File: src/rtl/esp_status_tx.sv
// -----------------------------------------------------------------------------
// esp_status_tx
//
// UART transmitter that reports the smart-home output status (LED / relay
// states) back to the ESP module. Each 8N1 frame carries {HEADER, status}.
// A frame is sent when the synchronised status differs from the last value
// sent, when SEND_REQ_IN is pulsed, or when the optional heartbeat expires.
// Requests that arrive while a frame is on the line collapse into a single
// pending flag, so at most one further frame follows, back-to-back.
//
// Ports:
//   CLK            system clock, rising edge
//   RST_N          synchronous active-low reset
//   STATUS_IN[3:0] status bits, asynchronous to CLK (2-flop synchronised)
//   SEND_REQ_IN    single-cycle synchronous request to send current status
//   ESP_TX_OUT     registered UART line to the ESP, idles high
//   BUSY_OUT       high from the start bit through the end of the stop bit
//   FRAME_CNT_OUT  frames started since reset, wraps 255 -> 0
//   state_dbg      current FSM state (IDLE=0, START=1, DATA=2, STOP=3)
// -----------------------------------------------------------------------------
module esp_status_tx #(
  parameter int unsigned CLKS_PER_BIT     = 5208,
  parameter int unsigned HEARTBEAT_CYCLES = 0,
  parameter logic [3:0]  HEADER           = 4'hA
) (
  input  logic       CLK,
  input  logic       RST_N,
  input  logic [3:0] STATUS_IN,
  input  logic       SEND_REQ_IN,
  output logic       ESP_TX_OUT,
  output logic       BUSY_OUT,
  output logic [7:0] FRAME_CNT_OUT,
  output logic [1:0] state_dbg
);

  localparam int unsigned BAUD_W = (CLKS_PER_BIT > 1) ? $clog2(CLKS_PER_BIT) : 1;
  localparam logic [BAUD_W-1:0] BAUD_LAST = BAUD_W'(CLKS_PER_BIT - 1);

  // The heartbeat flags pending one cycle before the counter would reach
  // HEARTBEAT_CYCLES-1, so the next frame's start bit lands exactly
  // HEARTBEAT_CYCLES cycles after the previous frame's stop bit ends.
  localparam int unsigned HB_W = (HEARTBEAT_CYCLES > 1) ? $clog2(HEARTBEAT_CYCLES) : 1;
  localparam logic [HB_W-1:0] HB_LAST =
    HB_W'((HEARTBEAT_CYCLES > 1) ? (HEARTBEAT_CYCLES - 2) : 0);
  localparam logic HB_EN = (HEARTBEAT_CYCLES != 0);

  typedef enum logic [1:0] {
    IDLE  = 2'd0,
    START = 2'd1,
    DATA  = 2'd2,
    STOP  = 2'd3
  } state_t;

  state_t            state;
  state_t            state_next;
  logic [3:0]        status_meta;
  logic [3:0]        status_s;
  logic [3:0]        sent_snapshot;
  logic              pending;
  logic [7:0]        tx_byte;
  logic [BAUD_W-1:0] baud_cnt;
  logic [2:0]        bit_idx;
  logic [HB_W-1:0]   hb_cnt;

  logic bit_done;
  logic start_frame;
  logic hb_expire;
  logic send_event;
  logic tx_next;

  assign state_dbg = state;
  assign bit_done  = (baud_cnt == BAUD_LAST);

  assign hb_expire  = HB_EN && (state == IDLE) && !pending && (hb_cnt == HB_LAST);
  assign send_event = (status_s != sent_snapshot) || SEND_REQ_IN || hb_expire;

  // Next state, frame-start strobe and next line level.
  always_comb begin
    state_next  = state;
    start_frame = 1'b0;
    tx_next     = ESP_TX_OUT;
    case (state)
      IDLE: begin
        if (pending) begin
          state_next  = START;
          start_frame = 1'b1;
          tx_next     = 1'b0;
        end
      end
      START: begin
        if (bit_done) begin
          state_next = DATA;
          tx_next    = tx_byte[0];
        end
      end
      DATA: begin
        if (bit_done) begin
          if (bit_idx == 3'd7) begin
            state_next = STOP;
            tx_next    = 1'b1;
          end else begin
            tx_next = tx_byte[bit_idx + 3'd1];
          end
        end
      end
      STOP: begin
        if (bit_done) begin
          if (pending) begin
            // Back-to-back: the next start bit follows the stop bit directly.
            state_next  = START;
            start_frame = 1'b1;
            tx_next     = 1'b0;
          end else begin
            state_next = IDLE;
            tx_next    = 1'b1;
          end
        end
      end
      default: begin
        state_next = IDLE;
        tx_next    = 1'b1;
      end
    endcase
  end

  always_ff @(posedge CLK) begin
    if (!RST_N) begin
      state <= IDLE;
    end else begin
      state <= state_next;
    end
  end

  always_ff @(posedge CLK) begin
    if (!RST_N) begin
      status_meta   <= '0;
      status_s      <= '0;
      sent_snapshot <= '0;
      pending       <= 1'b0;
      tx_byte       <= '0;
      baud_cnt      <= '0;
      bit_idx       <= '0;
      hb_cnt        <= '0;
      ESP_TX_OUT    <= 1'b1;
      BUSY_OUT      <= 1'b0;
      FRAME_CNT_OUT <= '0;
    end else begin
      status_meta <= STATUS_IN;
      status_s    <= status_meta;
      ESP_TX_OUT  <= tx_next;
      BUSY_OUT    <= (state_next != IDLE);

      // Clearing on frame start wins: the frame being started already
      // carries the current status, so a same-cycle request is satisfied.
      if (start_frame) begin
        pending <= 1'b0;
      end else if (send_event) begin
        pending <= 1'b1;
      end

      if (start_frame) begin
        tx_byte       <= {HEADER, status_s};
        sent_snapshot <= status_s;
        FRAME_CNT_OUT <= FRAME_CNT_OUT + 8'd1;
      end

      if (start_frame || state == IDLE || bit_done) begin
        baud_cnt <= '0;
      end else begin
        baud_cnt <= baud_cnt + 1'b1;
      end

      if (state != DATA) begin
        bit_idx <= '0;
      end else if (bit_done) begin
        bit_idx <= bit_idx + 3'd1;
      end

      if (start_frame) begin
        hb_cnt <= '0;
      end else if (HB_EN && state == IDLE && !pending && !hb_expire) begin
        hb_cnt <= hb_cnt + 1'b1;
      end
    end
  end

endmodule
File: config.mk
export PLATFORM = sky130hd
export DESIGN_NAME = esp_status_tx
export DESIGN_NICKNAME = d
export VERILOG_FILES = /design/src/rtl/esp_status_tx.sv
export SDC_FILE = /design/constraint.sdc
export NUM_CORES = 1
export LEC_CHECK = 0
export ABC_AREA = 1
export BUFFER_PORTS_ARGS = -buffer_cell sky130_fd_sc_hd__clkbuf_2
export CORE_UTILIZATION = 50
export CTS_CLUSTER_DIAMETER = 30
export DETAILED_ROUTE_END_ITERATION = 10
export PLACE_DENSITY = 0.69
export SYNTH_ARGS = -nofsm -noshare
export SYNTH_HDL_FRONTEND = slang
export SYNTH_SLANG_ARGS = --single-unit
File: constraint.sdc
create_clock -name CLK -period 2.35 [get_ports CLK]
set_input_delay 0.235 -clock CLK [delete_from_list [all_inputs] [get_ports CLK]]
set_output_delay 0.235 -clock CLK [all_outputs]
set_load 0.005 [all_outputs]
==> parameters.txt, run 1 <==
Parameter                              Value

Run status
  Run status ... finished, final reports clean

CTS
  Number of gates resized after cts ... 0
  CTS tree ... built
  Number of buffers on the longest clock path ... 2
  Clock root buffer ... sky130_fd_sc_hd__clkbuf_8
  Worst-Skew Late Latency ... 0.29 ns
  Clock transition at the register clock pins on the worst setup and hold paths after CTS ... 0.08 ns
  Hold buffer count at cts ... 0
  Clk sinks ... 42
  Post-CTS setup-driven buffer insertion count ... 0
  # H-tree levels ... 2
  Number of buffers inserted during clock tree synthesis ... 5

STA
  Worst slew pin tran ... 0.500 ns
  Final Max Tran Viols ... 0
  Largest clock skew in the final design ... 0.00489 ns
  Final worst path period need ... 1.79 ns
  Highest clock rate ... 559 MHz
  Worst Hold Margin ... 0.121 ns
  Relative slew slack ... 66.6%
  Number of setup violations in the final report ... 0
  Final worst slack ... 0.561 ns
  Final total negative setup slack ... 0 ns
  Final period util ... 76.1%
  Final Hold Viols ... 0
  RSZ-0062 raised after global routing ... false

Floorplanning
  Initial cell density of the core ... 52.4%
  Floorplan row count ... 23
  Core Region ... 0.00400 sq mm
  Number of primary I/O pins ... 19
  Die area ... 0.00445 sq mm
  DIE WIDTH ... 66.7 microns
  Chip height ... 66.7 microns

Global routing
  Global router's overall resource usage ... 18.9%
  Largest net degree at the start of global routing ... 15
  Met2 track utilization from global routing ... 30.4%
  Met1 usage ... 24.3%
  Wire length of the first global-routing pass ... 6.30 mm
  Layer with the highest usage ... met2
  Total congestion overflow ... 0
  Vias in the first global route ... 1485
  GR Util met3 ... 4.62%
  Antenna violations before repair ... 0

Setup path
  Endpoint type of the worst setup path ... register
  Critical Path Source Type ... register
  CP startpoint ... baud_cnt[0]$_SDFF_PP0_
  Critical path fanouts, max ... 13
  Reg2reg start ... baud_cnt[0]$_SDFF_PP0_
  Register-to-Register Setup Slack ... 0.56 ns
  CP Data Arrival Time ... 2.02 ns
  Class of the most critical setup path ... register to register
  Worst r2r dst ... baud_cnt[7]$_SDFF_PP0_
  Data required time of the critical path ... 2.58 ns
  Reg2reg path depth ... 7

Layout
  Most used cells in the layout excluding fill and tap cells ... sky130_fd_sc_hd__nand2_1, sky130_fd_sc_hd__dfxtp_1, sky130_fd_sc_hd__inv_1, sky130_fd_sc_hd__nor2_1, sky130_fd_sc_hd__a21oi_1
  Final Instance Count excl. Fillers ... 354
  Commonest non-fill, non-tap cell in the layout ... sky130_fd_sc_hd__nand2_1
  Fraction of final layout cells with drive strength greater than 1 ... 14.1%
  Net total in the final layout ... 319
  Antenna cell count ... 0
  P&R area growth vs syn ... 11.8%

Synthesis
  Cell count after synthesis ... 283
  Synthesis-stage register bit count ... 42
  Dominant combinational cell family by area after synthesis ... simple AND/OR/NAND/NOR gates
  Yosys synthesis warning count ... 0
  Share of the synthesized area in compound gates (AO/OA/AOI/OAI) ... 9.85%
  Share of the synthesized area in the top cell type ... 40.1%
  Area contributors post-synth ... sky130_fd_sc_hd__dfxtp_1, sky130_fd_sc_hd__nand2_1, sky130_fd_sc_hd__inv_1
  Share of flip-flops with an asynchronous set or reset after synthesis ... 0%
  Simple-gate share of the synthesized area ... 30.9%
  Area leader, netlist ... sky130_fd_sc_hd__dfxtp_1
  Share of synthesized cell area in full adder, half adder and majority cells ... 5.37%
  Post-synthesis net count ... 299
  Commonest register cell after synthesis ... sky130_fd_sc_hd__dfxtp_1
  Share of synthesized area occupied by flip-flops and latches ... 40.1%
  Number of enable-type register cells in the synthesized netlist ... 0
  Number of unique standard cell types used by synthesis ... 34
  Xor and xnor fraction of the mapped netlist area ... 4.18%
  Synthesized area per cell ... 7.41 sq um
  Post-synthesis instance area ... 0.00210 sq mm
  Multiplexer area fraction after synthesis ... 0%

Place
  Count of placed standard cells including taps ... 346
  Placed wire-length estimate ... 2.69 mm
  Worst setup slack after placement ... 0.550 ns
  Port Buffers ... 18
  Final weighted congestion in routability-driven placement ... 0.815

Route
  Total wirelength of the detailed-routed design ... 3.69 mm
  DRC violation count after routing ... 0
  Detailed Route Iter0 Violations ... 93
  Number of search-and-repair iterations in the first detailed-routing pass ... 4
  Average vias per placed instance ... 4.90
  Antenna violation net count after detailed routing ... 0
  Via count ... 1735
  Avg WL per Cell ... 10.4 microns

Hold path
  Worst Hold Depth ... 3
  Hold Path End ... status_meta[0]$_SDFF_PN0_
  Hold_sp ... STATUS_IN[0]
  Worst hold path class ... input port to register

Power
  Post-route total power ... 0.00166 W
  Power per unit of standard cell area ... 709 mW/mm^2
  Max IR drop VDD ... 587 uV
  Standby leakage power ... 1.02 nW

Job
  Number of maximum-capacitance constraint violations ... 0
cell families (layout without fill, tap and decap cells):
logic type      count (synthesis)  count (layout)
simple gates                  140             140
xor+xnor                       10              10
flops                          42              42
fa+ha+maj                       9               9
compound gates                 37              37
buf+inv                        45              66
per-stage QoR:
| step | utilization (%) | area (sq um) |
|---|---|---|
| finish | 58.6 | 2340 |
| global route | 58.6 | 2340 |
| CTS | 58.6 | 2340 |
| detailed placement | 55.0 | 2200 |
| global placement | 55.0 | 2200 |
| floorplan | - | 2100 |
where the power goes:
group	switching, W	internal [W]
clock network	0.000245	0.000453
registers	0.0000267	0.000744
logic	0.000127	0.0000675
total	0.000398	0.00126
cell usage after synthesis (3+ instances only):
cell and instances:
sky130_fd_sc_hd__nand2_1 71, sky130_fd_sc_hd__dfxtp_1 42, sky130_fd_sc_hd__inv_1 36, sky130_fd_sc_hd__a21oi_1 23, sky130_fd_sc_hd__nor2_1 23, sky130_fd_sc_hd__nand3_1 21
sky130_fd_sc_hd__ha_1 9, sky130_fd_sc_hd__o21ai_0 6, sky130_fd_sc_hd__xor2_1 6, sky130_fd_sc_hd__nor3_1 4, sky130_fd_sc_hd__nor3b_1 4, sky130_fd_sc_hd__xnor2_1 4
sky130_fd_sc_hd__inv_2 3, sky130_fd_sc_hd__nand3_2 3, sky130_fd_sc_hd__nand4_1 3
state kept, by name (all words and copies together) (netlist names), 2 cells and up:
register / flops
status_s: 4
status_meta: 4
bit_idx: 3
baud_cnt: 13
FRAME_CNT_OUT: 8
tx_byte: 2
sent_snapshot: 3
state_dbg: 2
worst max path at each step:
stage / end / slack, ns / cells past startpoint
global route: baud_cnt[7]$_SDFF_PP0_ / 0.29 / 7
floorplan: FRAME_CNT_OUT[2]$_SDFFE_PN0P_ / 0.91 / 11
detailed placement: baud_cnt[7]$_SDFF_PP0_ / 0.55 / 7
finish: baud_cnt[7]$_SDFF_PP0_ / 0.56 / 7
global placement: baud_cnt[7]$_SDFF_PP0_ / 0.62 / 7
CTS: baud_cnt[7]$_SDFF_PP0_ / 0.53 / 7
final cells by class:
type                            count  area (sq um)
Clock inverter                      2          60.1
Timing Repair Buffer               19          97.6
Fill cell                         369          1660
Clock buffer                        6          82.6
Tap cell                           50          62.6
Inverter                           39           146
Sequential cell                    42           841
Multi-Input combinational cell    196          1050
critical path, stage by stage, from the launching register on:
cell	delay, ns
sky130_fd_sc_hd__dfxtp_1	0.33
sky130_fd_sc_hd__ha_1	0.22
sky130_fd_sc_hd__nand2_1	0.11
sky130_fd_sc_hd__nor2_1	0.07
sky130_fd_sc_hd__nand3_1	0.19
sky130_fd_sc_hd__nand3_1	0.41
sky130_fd_sc_hd__o21bai_1	0.30
sky130_fd_sc_hd__a21oi_1	0.10
per-layer routing:
metal,routed length (microns),share of wire (%),vias up
met4,55,1.5,0
met5,0,0,-
met2,1660,45,19
met1,1890,51,765
li1,-,-,946
met3,95,2.6,5
No activity file was read; power rests on OpenSTA's default activity.
==> run 2, diff against run 1 <==
Settings changed: ABC_AREA 1 to 0.
Clock period 2.35 ns to 1.8 ns, I/O delays scaled along.
==> run 2 against run 1 <==
Compared with the run above: the flow now finishes with violations (negative setup slack); setup slack got worse by 0.62 ns; die area decreased by 8.3%; cell area increased by 14%; clock skew increased by 0.0014 ns; clock power increased by 4.4%; fmax decreased by 3.7%; sequential share of layout area decreased by 3.9 points; routed wire length increased by 12%; synthesized area decreased by 8.5%; non-clock buffer count increased by 44.
==> parameters.txt, run 2 <==
Parameter                              Value

Place
  Final weighted congestion in routability-driven placement ... 0.813
  Placed wire-length estimate ... 2.96 mm
  Port Buffers ... 18
  Placed inst area ... 0.00236 sq mm
  Worst setup slack after placement ... -0.154 ns
  Count of placed standard cells including taps ... 311

Run status
  Run status ... complete, but fails checks
  Failing checks ... negative setup slack

Floorplanning
  Initial cell density of the core ... 52.4%
  Die area ... 0.00409 sq mm
  DIE WIDTH ... 63.9 microns
  Number of primary I/O pins ... 19
  Core Region ... 0.00366 sq mm
  Floorplan row count ... 22
  Chip height ... 63.9 microns

Layout
  Final standard cell area without fillers ... 0.00267 sq mm
  Fraction of final layout cells with drive strength greater than 1 ... 35.8%
  P&R area growth vs syn ... 39.4%
  Most used cells in the layout excluding fill and tap cells ... sky130_fd_sc_hd__buf_4, sky130_fd_sc_hd__dfxtp_1, sky130_fd_sc_hd__nor2_1, sky130_fd_sc_hd__clkbuf_2, sky130_fd_sc_hd__a21oi_1
  Commonest non-fill, non-tap cell in the layout ... sky130_fd_sc_hd__buf_4
  Flip-flop count of the largest register after layout ... 13
  Final Instance Count excl. Fillers ... 330
  Registers with the most flip-flops ... baud_cnt (13), FRAME_CNT_OUT (8)
  Most flop-heavy register ... baud_cnt
  Antenna cell count ... 0
  Net total in the final layout ... 297

Synthesis
  Area contributors post-synth ... sky130_fd_sc_hd__dfxtp_1, sky130_fd_sc_hd__ha_1, sky130_fd_sc_hd__xnor2_1
  Leading post-synthesis cells by instance count ... sky130_fd_sc_hd__dfxtp_1, sky130_fd_sc_hd__nor2_1, sky130_fd_sc_hd__a21oi_1
  Number of unique standard cell types used by synthesis ... 40
  Number of enable-type register cells in the synthesized netlist ... 0
  Post-synthesis net count ... 233
  Commonest register cell after synthesis ... sky130_fd_sc_hd__dfxtp_1
  Cell count after synthesis ... 217
  Share of flip-flops with an asynchronous set or reset after synthesis ... 0%
  Yosys synthesis warning count ... 0
  Share of synthesized area occupied by flip-flops and latches ... 43.9%
  Synthesized area per cell ... 8.83 sq um
  Count leader, synth ... sky130_fd_sc_hd__dfxtp_1
  Synthesis-stage register bit count ... 42
  Share of the synthesized area in the top cell type ... 43.9%
  Area leader, netlist ... sky130_fd_sc_hd__dfxtp_1
  Post-synthesis instance area ... 0.00192 sq mm

Setup path
  CP Data Arrival Time ... 2.08 ns
  Class of the most critical setup path ... register to register
  Endpoint type of the worst setup path ... register
  Critical Path Source Type ... register
  Critical path fanouts, max ... 7
  Data required time of the critical path ... 2.03 ns

CTS
  Worst-Skew Late Latency ... 0.29 ns
  # H-tree levels ... 2
  Number of buffers on the longest clock path ... 2
  CTS tree ... built
  Clk sinks ... 42
  Clock transition at the register clock pins on the worst setup and hold paths after CTS ... 0.08 ns
  Number of buffers inserted during clock tree synthesis ... 5
  Clock root buffer ... sky130_fd_sc_hd__clkbuf_8

STA
  Relative slew slack ... 65.3%
  Final Hold Viols ... 0
  Final Max Tran Viols ... 0
  Largest clock skew in the final design ... 0.00630 ns
  Highest clock rate ... 538 MHz
  Final period util ... 103%
  Final total negative setup slack ... -0.165 ns
  Number of setup violations in the final report ... 5
  Final worst path period need ... 1.86 ns
  Worst slew pin tran ... 0.520 ns
  RSZ-0062 raised after global routing ... true
  Final worst slack ... -0.0578 ns

Route
  Number of search-and-repair iterations in the first detailed-routing pass ... 4
  DRC violation count after routing ... 0
  Total wirelength of the detailed-routed design ... 4.13 mm
  Detailed Route Iter0 Violations ... 83
  Antenna violation net count after detailed routing ... 0
  Average vias per placed instance ... 5.37
  Via count ... 1771
  Avg WL per Cell ... 12.5 microns

Power
  Internal power ... 0.00155 W
  Proportion of total power due to net switching ... 24.5%
  Max IR drop VDD ... 557 uV
  Part of the total power dissipated in sequential elements ... 48.6%
  Comb power frac ... 15.7%
  Post-route total power ... 0.00205 W
  Fraction of power consumed by the clock network ... 35.6%
  Standby leakage power ... 1.00 nW
  Switching Power ... 0.000501 W
  Power per unit of standard cell area ... 766 mW/mm^2

Hold path
  Worst hold path class ... input port to register

Global routing
  Vias in the first global route ... 1601
  Largest net degree at the start of global routing ... 16
  Wire length of the first global-routing pass ... 6.96 mm
  Global router's overall resource usage ... 21.7%
  Antenna violations before repair ... 0
  Total congestion overflow ... 0

Job
  Number of maximum-capacitance constraint violations ... 0
[run 2: cells by family (layout without fill, tap and decap cells)]
family                   Yosys count  after routing  share of synthesized area, %
adder cells (fa/ha/maj)            9              9                          5.87
XOR/XNOR                          13             13                          5.94
AND/OR/NAND/NOR                   82             82                          22.7
multiplexers                       2              2                          1.04
AO/OA/AOI/OAI                     49             49                          16.6
flip-flops                        42             42                          43.9
buffers and inverters             20             85                          3.98
[run 2: critical path, cell delays in order, from the launching register on]
cell and delay (ns):
sky130_fd_sc_hd__dfxtp_2 0.33, sky130_fd_sc_hd__nand4bb_4 0.24, sky130_fd_sc_hd__o41a_1 0.48, sky130_fd_sc_hd__buf_6 0.16
sky130_fd_sc_hd__or4_1 0.46, sky130_fd_sc_hd__a21oi_1 0.13
[run 2: power by group through the flow]
stage          Clock, W  Sequential (W)  Combinational [W]
6_report       0.000729        0.000995           0.000322
3_5_place_dp          0         0.00101           0.000262
3_3_place_gp          0         0.00101           0.000258
2_1_floorplan         0         0.00101           0.000149
5_1_grt        0.000789         0.00100           0.000354
4_1_cts        0.000748        0.000994           0.000285
[run 2: worst paths after layout]
check	start	endpoint	slack, ns	cells after the start
setup / recovery	baud_cnt[8]$_SDFF_PP0_	FRAME_CNT_OUT[5]$_SDFFE_PN0P_	-0.06	5
hold reg to reg	status_meta[1]$_SDFF_PN0_	status_s[1]$_SDFF_PN0_	0.44	1
hold / removal	STATUS_IN[0]	status_meta[0]$_SDFF_PN0_	0.09	2
setup reg to reg	baud_cnt[8]$_SDFF_PP0_	FRAME_CNT_OUT[5]$_SDFFE_PN0P_	-0.06	5
[run 2: layer usage]
metal / wire length [microns] / part of all wire [%] / global-route usage [%] / up-vias
met5: 0 / 0 / 0 / -
met1: 2040 / 49 / 27.5 / 827
met2: 1910 / 46 / 35.4 / 29
met4: 60 / 1.5 / 8.81 / 0
met3: 121 / 2.9 / 5.00 / 7
li1: - / - / - / 908
[run 2: metrics by stage]
step / hold WS, ns / util (%)
after global routing: 0.0770 / 73.0
after global placement: 0.387 / 64.5
final: 0.0866 / 73.0
after floorplan: 0.307 / -
after CTS: 0.0788 / 68.9
after detailed placement: 0.388 / 64.5
[run 2: final cells by class]
type                       count  area [sq um]
multi-input combinational    155          1140
fill                         282           990
sequential                    42           855
timing repair buffer          63           454
clock buffer                   6          72.6
tap                           48          60.1
inverter                      14          57.6
clock inverter                 2          36.3
[run 2: what timing repair did]
item,CTS,global route
gates resized for setup,8,21
endpoints found under the setup margin,10,15
buffers inserted,2,9
pin swaps,8,7
hold buffers,0,0
endpoints found under the hold margin,0,0
==> run 3, diff against run 2 <==
Clock period 1.8 ns to 2 ns, I/O delays scaled along.
==> run 3 against run 2 <==
Compared with the run above: the flow now finishes without violations; cell count shrank 5.8%; clock-buffer cell count stayed put; fmax shrank 5.2%; power is 3.6% lower; sequential power fell by 9.6%; core utilization fell by 4.5 points; cell area fell by 6.1%; largest cell class unchanged.
==> parameters.txt, run 3 (synthesis gave the netlist of run 2 again) <==
Parameter                              Value

STA
  Worst slew pin tran ... 0.488 ns
  Largest clock skew in the final design ... 0.00316 ns
  Relative slew slack ... 67.4%
  Final worst path period need ... 1.96 ns
  Number of setup violations in the final report ... 0
  Final period util ... 97.9%
  RSZ-0062 raised after global routing ... true
  Highest clock rate ... 511 MHz
  Final Hold Viols ... 0
  Final worst slack ... 0.0411 ns
  Final Max Tran Viols ... 0
  Final total negative setup slack ... 0 ns

Setup path
  Class of the most critical setup path ... register to register
  Kind of cell adding the most delay to the critical path ... compound AO/OA/AOI/OAI gates
  Critical path fanouts, max ... 7
  Critical Path Source Type ... register
  Worst r2r dst ... FRAME_CNT_OUT[6]$_SDFFE_PN0P_
  Endpoint type of the worst setup path ... register
  Reg2reg start ... state_dbg[0]$_SDFF_PN0_
  Reg2reg path depth ... 7
  Crit path buffers/inverters ... 2
  Slowest cell delay on critical path ... 0.55 ns
  Data required time of the critical path ... 2.16 ns
  Cell chain of the critical path ... ha_4, nand3_2, o41a_1, buf_6, buf_4, o31ai_4, a21oi_2
  CP Data Arrival Time ... 2.12 ns
  Register-to-Register Setup Slack ... 0.04 ns
  CP max-delay cell ... sky130_fd_sc_hd__o41a_1

Floorplanning
  Die area ... 0.00409 sq mm
  Core Region ... 0.00366 sq mm
  Chip height ... 63.9 microns
  DIE WIDTH ... 63.9 microns
  Initial cell density of the core ... 52.4%
  Number of primary I/O pins ... 19
  Floorplan row count ... 22

CTS
  Clk sinks ... 42
  # H-tree levels ... 2
  CTS tree ... built
  Worst-Skew Late Latency ... 0.29 ns
  Clock root buffer ... sky130_fd_sc_hd__clkbuf_8
  Clock transition at the register clock pins on the worst setup and hold paths after CTS ... 0.08 ns
  Hold buffer count at cts ... 0
  Number of buffers on the longest clock path ... 2
  Number of buffers inserted during clock tree synthesis ... 5

Layout
  P&R area growth vs syn ... 30.8%
  Net total in the final layout ... 278
  Final standard cell area without fillers ... 0.00251 sq mm
  Flip-flop count of the largest register after layout ... 13
  Registers with the most flip-flops ... baud_cnt (13), FRAME_CNT_OUT (8)
  End-of-flow core utilization ... 68.5%
  Antenna cell count ... 0
  Filler cell count ... 300
  Commonest non-fill, non-tap cell in the layout ... sky130_fd_sc_hd__dfxtp_1
  Fraction of final layout cells with drive strength greater than 1 ... 27.8%
  Most used cells in the layout excluding fill and tap cells ... sky130_fd_sc_hd__dfxtp_1, sky130_fd_sc_hd__buf_4, sky130_fd_sc_hd__nor2_1, sky130_fd_sc_hd__clkbuf_2, sky130_fd_sc_hd__a21oi_1
  Most flop-heavy register ... baud_cnt

Route
  Average vias per placed instance ... 5.50
  DRC violation count after routing ... 0
  Antenna violation net count after detailed routing ... 0
  Via count ... 1712
  Number of search-and-repair iterations in the first detailed-routing pass ... 4
  Avg WL per Cell ... 13.9 microns
  Detailed Route Iter0 Violations ... 96
  Total wirelength of the detailed-routed design ... 4.32 mm

Place
  Port Buffers ... 18
  Final weighted congestion in routability-driven placement ... 0.802
  Placed wire-length estimate ... 2.79 mm
  Worst setup slack after placement ... -0.00967 ns
  Placed inst area ... 0.00221 sq mm

Hold path
  Worst Hold Depth ... 2
  Worst hold path class ... input port to register
  Hold Path End ... status_meta[2]$_SDFF_PN0_
  Hold_sp ... STATUS_IN[2]

Global routing
  Antenna violations before repair ... 0
  Largest net degree at the start of global routing ... 16
  Vias in the first global route ... 1641
  Wire length of the first global-routing pass ... 7.13 mm
  Total congestion overflow ... 0
  Global router's overall resource usage ... 22.3%

Power
  Max IR drop VDD ... 608 uV
  Power per unit of standard cell area ... 787 mW/mm^2
  Standby leakage power ... 0.909 nW

Run status
  Run status ... finished, final reports clean

Job
  Number of maximum-capacitance constraint violations ... 0
run 3: how the worst max path moves through the flow:
stage,startpoint,to,slack [ns],cells after the start
6_report,state_dbg[0]$_SDFF_PN0_,FRAME_CNT_OUT[6]$_SDFFE_PN0P_,0.04,7
5_1_grt,state_dbg[0]$_SDFF_PN0_,FRAME_CNT_OUT[0]$_SDFFE_PN0P_,-0.07,6
4_1_cts,baud_cnt[0]$_SDFF_PP0_,sent_snapshot[1]$_SDFFE_PN0P_,0.005,8
3_5_place_dp,baud_cnt[11]$_SDFF_PP0_,FRAME_CNT_OUT[6]$_SDFFE_PN0P_,-0.01,4
3_3_place_gp,baud_cnt[11]$_SDFF_PP0_,BUSY_OUT$_SDFF_PN0_,0.06,5
2_1_floorplan,baud_cnt[0]$_SDFF_PP0_,BUSY_OUT$_SDFF_PN0_,0.08,5
run 3: through the flow:
stage	hold slack, ns	std cells	power (W)
finish	0.109	311	0.00197
global route	0.0979	311	0.00205
CTS	0.109	309	0.00196
detailed placement	0.411	299	0.00113
global placement	0.406	299	0.00113
floorplan	0.327	217	0.00103
run 3: final cells by class:
cell class                      instances  area, sq um  share of cell area [%]
Clock inverter                          2         60.1                    2.40
Tap cell                               48         60.1                    2.40
Sequential cell                        42          851                    33.9
Timing Repair Buffer                   44          289                    11.5
Multi-Input combinational cell        155         1110                    44.4
Clock buffer                            6         82.6                    3.29
Inverter                               14         52.6                    2.10
run 3: timing repair:
action / 4_1_cts / 5_1_grt
setup endpoints to repair: 4 / 16
pin swaps: 1 / 3
gates resized for setup: 9 / 19
setup buffers: 2 / 2
run 3: layer usage:
metal / global-route usage [%] / vias up / wire, microns
met5: 0 / - / 0
met1: 27.3 / 798 / 1920
met3: 4.64 / 6 / 167
li1: - / 866 / -
met4: 10.2 / 0 / 59
met2: 37.2 / 42 / 2170
run 3: report_power, final:
| group | internal, W | total [W] | switching (W) |
|---|---|---|---|
| Sequential | 0.000869 | 0.000899 | 0.0000308 |
| Clock | 0.000532 | 0.000822 | 0.000290 |
| Combinational | 0.000116 | 0.000251 | 0.000135 |
| Total | 0.00152 | 0.00197 | 0.000456 |
run 3: worst register-to-register path, cell delays in order (launching register included):
cell and delay [ns]:
sky130_fd_sc_hd__dfxtp_4 0.38, sky130_fd_sc_hd__ha_4 0.15, sky130_fd_sc_hd__nand3_2 0.09, sky130_fd_sc_hd__o41a_1 0.55, sky130_fd_sc_hd__buf_6 0.18, sky130_fd_sc_hd__buf_4 0.15
sky130_fd_sc_hd__o31ai_4 0.25, sky130_fd_sc_hd__a21oi_2 0.08
